--- src/rtl/dmem_arbiter_if.sv ---
// rtl/dmem_arbiter_if.sv - requester (C, D) and memory-side signals of the data memory arbiter
interface dmem_arbiter_if;
    logic        C_Req;
    logic        C_RW;
    logic [2:0]  C_Size;
    logic [31:0] C_Addr;
    logic [31:0] C_DataW;
    logic        C_Ack;
    logic        C_Done;
    logic        C_Err;
    logic [31:0] C_DataR;

    logic        D_Req;
    logic        D_RW;
    logic [2:0]  D_Size;
    logic [31:0] D_Addr;
    logic [31:0] D_DataW;
    logic        D_Ack;
    logic        D_Done;
    logic        D_Err;
    logic [31:0] D_DataR;

    logic        MemRW;
    logic [2:0]  Size;
    logic [31:0] Addr;
    logic [31:0] DataW;
    logic [31:0] DataR;

    modport slave (
        input  C_Req, C_RW, C_Size, C_Addr, C_DataW,
        output C_Ack, C_Done, C_Err, C_DataR,
        input  D_Req, D_RW, D_Size, D_Addr, D_DataW,
        output D_Ack, D_Done, D_Err, D_DataR,
        output MemRW, Size, Addr, DataW,
        input  DataR
    );

    modport master (
        output C_Req, C_RW, C_Size, C_Addr, C_DataW,
        input  C_Ack, C_Done, C_Err, C_DataR,
        output D_Req, D_RW, D_Size, D_Addr, D_DataW,
        input  D_Ack, D_Done, D_Err, D_DataR,
        input  MemRW, Size, Addr, DataW,
        output DataR
    );
endinterface

--- src/rtl/dmem_arbiter.sv ---
// rtl/dmem_arbiter.sv - round-robin two-port arbiter and access sequencer for the data memory
module dmem_arbiter #(
    parameter int unsigned MEM_BYTES = 128
) (
    input  logic          clk,
    input  logic          rst_n,
    dmem_arbiter_if.slave bus
);
    typedef enum logic [1:0] {
        IDLE   = 2'd0,
        ACCESS = 2'd1,
        RESP   = 2'd2
    } state_t;

    state_t      state;
    state_t      state_next;
    logic        prio;
    logic        cmd_rw;
    logic [2:0]  cmd_size;
    logic [31:0] cmd_addr;
    logic [31:0] cmd_dataw;
    logic        cmd_owner;
    logic        cmd_err;
    logic [31:0] resp_data;

    logic        grant_c;
    logic        grant_d;
    logic        sel_rw;
    logic [2:0]  sel_size;
    logic [31:0] sel_addr;
    logic [31:0] sel_dataw;
    logic        sel_err;

    // Last byte touched is formed in 33 bits so addresses near 2^32 cannot wrap into range.
    function automatic logic access_err(input logic rw, input logic [2:0] size, input logic [31:0] addr);
        logic [32:0] last;
        logic        err;
        err  = 1'b0;
        last = {1'b0, addr};
        case (size[1:0])
            2'b00: last = {1'b0, addr};
            2'b01: begin
                last = {1'b0, addr} + 33'd1;
                if (addr[0]) err = 1'b1;
            end
            2'b10: begin
                last = {1'b0, addr} + 33'd3;
                if (addr[1:0] != 2'b00) err = 1'b1;
            end
            default: err = 1'b1;
        endcase
        if (rw && size[2]) err = 1'b1;
        if (last >= 33'(MEM_BYTES)) err = 1'b1;
        return err;
    endfunction

    function automatic logic [31:0] extend_load(input logic [31:0] d, input logic [2:0] size);
        logic [31:0] r;
        case (size)
            3'b000:  r = {24'd0, d[7:0]};
            3'b100:  r = {{24{d[7]}}, d[7:0]};
            3'b001:  r = {16'd0, d[15:0]};
            3'b101:  r = {{16{d[15]}}, d[15:0]};
            default: r = d;
        endcase
        return r;
    endfunction

    always_comb begin
        grant_c = 1'b0;
        grant_d = 1'b0;
        if (rst_n && state == IDLE) begin
            grant_c = bus.C_Req && (!bus.D_Req || !prio);
            grant_d = bus.D_Req && (!bus.C_Req || prio);
        end
    end

    always_comb begin
        sel_rw    = grant_d ? bus.D_RW    : bus.C_RW;
        sel_size  = grant_d ? bus.D_Size  : bus.C_Size;
        sel_addr  = grant_d ? bus.D_Addr  : bus.C_Addr;
        sel_dataw = grant_d ? bus.D_DataW : bus.C_DataW;
        sel_err   = access_err(sel_rw, sel_size, sel_addr);
    end

    always_ff @(posedge clk or negedge rst_n) begin
        if (!rst_n) begin
            state <= IDLE;
        end else begin
            state <= state_next;
        end
    end

    // Memory and response outputs depend only on registered state, never on a Req.
    always_comb begin
        state_next  = state;
        bus.C_Ack   = grant_c;
        bus.D_Ack   = grant_d;
        bus.MemRW   = 1'b0;
        bus.Size    = 3'd0;
        bus.Addr    = 32'd0;
        bus.DataW   = 32'd0;
        bus.C_Done  = 1'b0;
        bus.C_Err   = 1'b0;
        bus.C_DataR = 32'd0;
        bus.D_Done  = 1'b0;
        bus.D_Err   = 1'b0;
        bus.D_DataR = 32'd0;
        case (state)
            IDLE: begin
                if (grant_c || grant_d) begin
                    state_next = sel_err ? RESP : ACCESS;
                end
            end
            ACCESS: begin
                state_next = RESP;
                bus.MemRW  = cmd_rw;
                bus.Size   = cmd_size;
                bus.Addr   = cmd_addr;
                bus.DataW  = cmd_dataw;
            end
            RESP: begin
                state_next = IDLE;
                if (cmd_owner) begin
                    bus.D_Done  = 1'b1;
                    bus.D_Err   = cmd_err;
                    bus.D_DataR = resp_data;
                end else begin
                    bus.C_Done  = 1'b1;
                    bus.C_Err   = cmd_err;
                    bus.C_DataR = resp_data;
                end
            end
            default: state_next = IDLE;
        endcase
    end

    always_ff @(posedge clk or negedge rst_n) begin
        if (!rst_n) begin
            prio      <= 1'b0;
            cmd_rw    <= 1'b0;
            cmd_size  <= 3'd0;
            cmd_addr  <= 32'd0;
            cmd_dataw <= 32'd0;
            cmd_owner <= 1'b0;
            cmd_err   <= 1'b0;
            resp_data <= 32'd0;
        end else if (grant_c || grant_d) begin
            prio      <= grant_c;
            cmd_rw    <= sel_rw;
            cmd_size  <= sel_size;
            cmd_addr  <= sel_addr;
            cmd_dataw <= sel_dataw;
            cmd_owner <= grant_d;
            cmd_err   <= sel_err;
            resp_data <= 32'd0;
        end else if (state == ACCESS) begin
            resp_data <= cmd_rw ? 32'd0 : extend_load(bus.DataR, cmd_size);
        end
    end
endmodule
--- src/flat_wrapper.sv ---
// flat-port wrapper written by rule: the top's interface ports become plain ports
module dmem_arbiter_flat 
#(
    parameter int unsigned MEM_BYTES = 128
)
  (clk, rst_n, bus_C_Req, bus_C_RW, bus_C_Size, bus_C_Addr, bus_C_DataW, bus_C_Ack, bus_C_Done, bus_C_Err, bus_C_DataR, bus_D_Req, bus_D_RW, bus_D_Size, bus_D_Addr, bus_D_DataW, bus_D_Ack, bus_D_Done, bus_D_Err, bus_D_DataR, bus_MemRW, bus_Size, bus_Addr, bus_DataW, bus_DataR);
  dmem_arbiter_if bus_i ();
  input  logic clk;
  input  logic rst_n;
  input wire logic [$bits(bus_i.C_Req)-1:0] bus_C_Req;
  input wire logic [$bits(bus_i.C_RW)-1:0] bus_C_RW;
  input wire logic [$bits(bus_i.C_Size)-1:0] bus_C_Size;
  input wire logic [$bits(bus_i.C_Addr)-1:0] bus_C_Addr;
  input wire logic [$bits(bus_i.C_DataW)-1:0] bus_C_DataW;
  output wire logic [$bits(bus_i.C_Ack)-1:0] bus_C_Ack;
  output wire logic [$bits(bus_i.C_Done)-1:0] bus_C_Done;
  output wire logic [$bits(bus_i.C_Err)-1:0] bus_C_Err;
  output wire logic [$bits(bus_i.C_DataR)-1:0] bus_C_DataR;
  input wire logic [$bits(bus_i.D_Req)-1:0] bus_D_Req;
  input wire logic [$bits(bus_i.D_RW)-1:0] bus_D_RW;
  input wire logic [$bits(bus_i.D_Size)-1:0] bus_D_Size;
  input wire logic [$bits(bus_i.D_Addr)-1:0] bus_D_Addr;
  input wire logic [$bits(bus_i.D_DataW)-1:0] bus_D_DataW;
  output wire logic [$bits(bus_i.D_Ack)-1:0] bus_D_Ack;
  output wire logic [$bits(bus_i.D_Done)-1:0] bus_D_Done;
  output wire logic [$bits(bus_i.D_Err)-1:0] bus_D_Err;
  output wire logic [$bits(bus_i.D_DataR)-1:0] bus_D_DataR;
  output wire logic [$bits(bus_i.MemRW)-1:0] bus_MemRW;
  output wire logic [$bits(bus_i.Size)-1:0] bus_Size;
  output wire logic [$bits(bus_i.Addr)-1:0] bus_Addr;
  output wire logic [$bits(bus_i.DataW)-1:0] bus_DataW;
  input wire logic [$bits(bus_i.DataR)-1:0] bus_DataR;
  assign bus_i.C_Req = bus_C_Req;
  assign bus_i.C_RW = bus_C_RW;
  assign bus_i.C_Size = bus_C_Size;
  assign bus_i.C_Addr = bus_C_Addr;
  assign bus_i.C_DataW = bus_C_DataW;
  assign bus_C_Ack = bus_i.C_Ack;
  assign bus_C_Done = bus_i.C_Done;
  assign bus_C_Err = bus_i.C_Err;
  assign bus_C_DataR = bus_i.C_DataR;
  assign bus_i.D_Req = bus_D_Req;
  assign bus_i.D_RW = bus_D_RW;
  assign bus_i.D_Size = bus_D_Size;
  assign bus_i.D_Addr = bus_D_Addr;
  assign bus_i.D_DataW = bus_D_DataW;
  assign bus_D_Ack = bus_i.D_Ack;
  assign bus_D_Done = bus_i.D_Done;
  assign bus_D_Err = bus_i.D_Err;
  assign bus_D_DataR = bus_i.D_DataR;
  assign bus_MemRW = bus_i.MemRW;
  assign bus_Size = bus_i.Size;
  assign bus_Addr = bus_i.Addr;
  assign bus_DataW = bus_i.DataW;
  assign bus_i.DataR = bus_DataR;
  dmem_arbiter #(.MEM_BYTES(MEM_BYTES)) u_core (.clk(clk), .rst_n(rst_n), .bus(bus_i));
endmodule
--- config.mk ---
export PLATFORM = sky130hd
export DESIGN_NAME = dmem_arbiter_flat
export DESIGN_NICKNAME = d
export VERILOG_FILES = /design/src/rtl/dmem_arbiter_if.sv /design/src/rtl/dmem_arbiter.sv /design/src/flat_wrapper.sv
export SDC_FILE = /design/constraint.sdc
export NUM_CORES = 1
export LEC_CHECK = 0
export ABC_AREA = 0
export CELL_PAD_IN_SITES_DETAIL_PLACEMENT = 2
export CELL_PAD_IN_SITES_GLOBAL_PLACEMENT = 2
export CORE_MARGIN = 10
export CORE_UTILIZATION = 26
export DETAILED_ROUTE_END_ITERATION = 10
export GPL_ROUTABILITY_DRIVEN = 0
export PLACE_DENSITY_LB_ADDON = 0.1
export REMOVE_ABC_BUFFERS = 1
export SLEW_MARGIN = 10
export SYNTH_ARGS = -nofsm -noshare
export SYNTH_HDL_FRONTEND = slang
export SYNTH_SLANG_ARGS = --single-unit
--- constraint.sdc ---
create_clock -name clk -period 8.9 [get_ports clk]
set_input_delay 2.225 -clock clk [delete_from_list [all_inputs] [get_ports clk]]
set_output_delay 2.225 -clock clk [all_outputs]
set_load 0.02 [all_outputs]
==> summary.md <==
| Metric | Value |
|---|---|
| Synth area leaders | dfrtp_1 36%, and2_1 12%, mux2i_1 6.6%, nand2_1 6.6%, a22o_1 3.8% |
| Fin nets | 1336 |
| Hold Path End | u_core.resp_data[28] |
| Hold depth | 1 |
| Antenna-violating nets left | 0 |
| Total power | 1.52 mW |
| Layout cells sized above 1 | 0.0439 |
| IO Count | 310 |
| Setup CP Type | in -> reg |
| Reg-to-reg slack, setup | 3540 ps |
| Clk Latency, worst-skew pair | 370 ps |
| Vias/cell | 5.04 |
| Worst slack, placed | 1020 ps |
| Syn. warnings | 0 |
| Setup TNS | 0 ps |
| Vias | 7784 |
| Remaining global-route overflow | 0 |
| Worst Hold Class | reg -> reg |
| FF-to-FF path depth | 16 |
| Final number of setup-violating endpoints | 0 |
| Cells along the critical path | clkdlybuf4s50_1 -> nand2b_1 -> nand3_4 -> clkinv_2 -> mux2i_1 -> inv_1 -> ha_1 -> ha_1 -> a21oi_1 -> nor3_1 -> mux2i_2 -> nor3_1 -> xnor2_1 -> a21oi_1 -> a2111o_1 -> a2111oi_2 -> a21oi_1 |
| Post-layout minimum cycle time | 7080 ps |
| PwrDens | 138 nW/um^2 |
| Final hold vios | 0 |
| EDFF count, synth | 0 |
| HP Start | u_core.resp_data[28] |
| FF-to-FF End | u_core.state[1] |
| Max-Cap Viols | 0 |
| CTS tree | yes |
| IO buf count | 309 |
| Cell area after placement | 10800 um^2 |
| # hold bufs at CTS | 0 |
| Slew Limit Fails | 0 |
| H-tree levels | 3 |
| CP max stage cell | mux2i_2 |
| Final hold slack | 521 ps |
| Leak | 4.46 nW |
| Crit Path Max Fanout | 36 |
| Slew headroom | 0.279 |
| Total clock sinks | 105 |
| Layout Utilization | 0.398 |
| Largest net degree at the start of global routing | 83 |
| Starting Density | 0.264 |
| Area delta synth->final | 50.9% |
| Fillers | 3165 |
| Core area | 27800 um^2 |
| Synthesis-stage register bit count | 105 |
| Synth Area per Inst | 8.25 um^2 |
| Die W | 188 um |
| Most frequent cells after synthesis | 135 x and2_1, 128 x nand2_1, 105 x dfrtp_1 |
| Design Area, Final | 11000 um^2 |
| Maximum VDD drop | 0.0780 mV |
| Setup Fix Bufs, Post-CTS | 0 |
| Avg WL per Cell | 23.2 um |
| Crit path top cell by count | a21oi_1 |
| Share of the synthesized area in the top cell type | 0.359 |
| Crit path capture type | flop |
| Gr usage total | 0.198 |
| CTS buffer count | 9 |
| Initial antenna violation count | 4 |
| Die Ht | 188 um |
| Cell taking the most area after synthesis | dfrtp_1 |
| Detailed-router iteration count before antenna repair | 4 |
| Peak Freq | 141 MHz |
| Max incr delay on CP | 650 ps |
| Final worst path period share | 0.796 |
| Residual DRC count | 0 |
| CP Launch Type | input pin |
| Mapped Area | 7320 um^2 |
| PnR worst setup slack | 1820 ps |
| RSZ-0062 raised after global routing | no |
| Status | finished, final reports clean |
| Main synth FF type | dfrtp_1 |
| Initial DRC count | 426 |
| Most common cell in the netlist | and2_1 |
| Final worst clock skew | 15.5 ps |
| Num rows | 61 |
| Post-Layout Cell Count | 1545 |
| Post-CTS sizing | 0 |
| Global-route wire length before repair | 55400 um |
| CTS max path bufs | 2 |
| Synth Instances | 888 |
| Register area share after synthesis | 0.359 |
| Clock-pin slew on the worst setup and hold paths | 90 ps |
| Post-synth cell types | 62 |
| Hpwl dp | 27500 um |
| Placed Instances | 1526 |
| Drt total wl | 35900 um |
| Worst slew pin tran | 1080 ps |
| Number of global-route vias before repair | 8487 |
| Crit path DAT | 7290 ps |
| Die footprint | 35300 um^2 |
| Root Driver | clkbuf_16 |
| WP data required | 9100 ps |
| Asr flop ratio synth | 1.00 |
| RR Startpoint | u_core.state[0] |
[final cells by class]
| type | count | area [um^2] | share of cell area |
|---|---|---|---|
| clock buffer | 9 | 225 | 0.0204 |
| antenna | 4 | 10.0 | 0.000906 |
| multi-input combinational | 711 | 4440 | 0.402 |
| tap | 378 | 473 | 0.0428 |
| clock inverter | 6 | 50.0 | 0.00453 |
| sequential | 105 | 2630 | 0.238 |
| timing repair buffer | 320 | 3170 | 0.287 |
| inverter | 12 | 46.3 | 0.00419 |
[report_power, final]
| group | internal [mW] | switching, mW | leakage, nW | total [mW] |
|---|---|---|---|---|
| sequential | 0.593 | 0.0653 | 1.30 | 0.659 |
| combinational | 0.200 | 0.261 | 3.02 | 0.460 |
| clock | 0.193 | 0.212 | 0.134 | 0.406 |
[metal layers]
metal / vias to the layer above / routed length (um) / GRT usage
li1: 3677 / - / -
met1: 3869 / 15900 / 0.246
met2: 209 / 17500 / 0.337
met3: 27 / 1980 / 0.0479
met4: 2 / 484 / 0.0468
met5: - / 12 / 0
[placed cells by master (no fill, tap or decap), types with 3 or more instances in the layout]
cell / n
or3_1: 13
ha_1: 4
and2_1: 135
xor2_1: 6
nand2b_1: 19
mux2_2: 7
and3_1: 7
nand3b_1: 3
and4_1: 4
nand2_1: 128
inv_1: 11
a31oi_1: 34
xnor2_1: 7
nor4_1: 9
diode_2: 4
nor3_1: 19
a32oi_1: 3
o31ai_1: 4
nand3_1: 21
mux2i_1: 47
nor2_1: 64
clkdlybuf4s50_1: 308
a21oi_1: 31
a22o_1: 32
clkbuf_16: 9
a2111oi_2: 3
o21ai_0: 38
buf_4: 12
o21bai_1: 4
a311oi_1: 3
dfrtp_1: 105
a211oi_1: 3
nand4_1: 20
[registers in the layout, indices dropped and copies added, names as in the netlist]
register	count
u_core.cmd_err	1
u_core.resp_data	32
u_core.cmd_owner	1
u_core.state	2
u_core.cmd_dataw	32
u_core.cmd_rw	1
u_core.prio	1
u_core.cmd_addr	32
u_core.cmd_size	3
[cell families (layout without fill, tap and decap cells)]
kind of cell               Yosys count  after routing  synth area share
DFF                                105            105             0.359
muxes                               56             56            0.0794
buffers and inverters               72            347            0.0401
xor gates and xnor gates            13             13            0.0155
adders and majority gates            5              5           0.00957
other                                0              4                 0
AOI/OAI and AO/OA                  180            180             0.172
and+or+nand+nor                    457            457             0.325
[worst max-delay path by stage]
stage | endpoint | slack, ps | from
after floorplan | bus_C_Ack | 1300 | rst_n
after global placement | u_core.state[1] | 1390 | bus_C_Req
after detailed placement | u_core.state[1] | 1020 | bus_C_Req
after CTS | u_core.state[1] | 1440 | bus_C_Req
after global routing | u_core.state[1] | 1270 | bus_C_Req
final | u_core.state[1] | 1820 | bus_C_Req
[critical path: cells and delay by family]
kind            cells  cell delay, ps
mux                 2            1050
simple gates        4             850
compound gates      5            1250
xor+xnor            1             220
fa+ha+maj           2             550
buf+inv             3            1140
No activity file was read; power rests on OpenSTA's default activity.
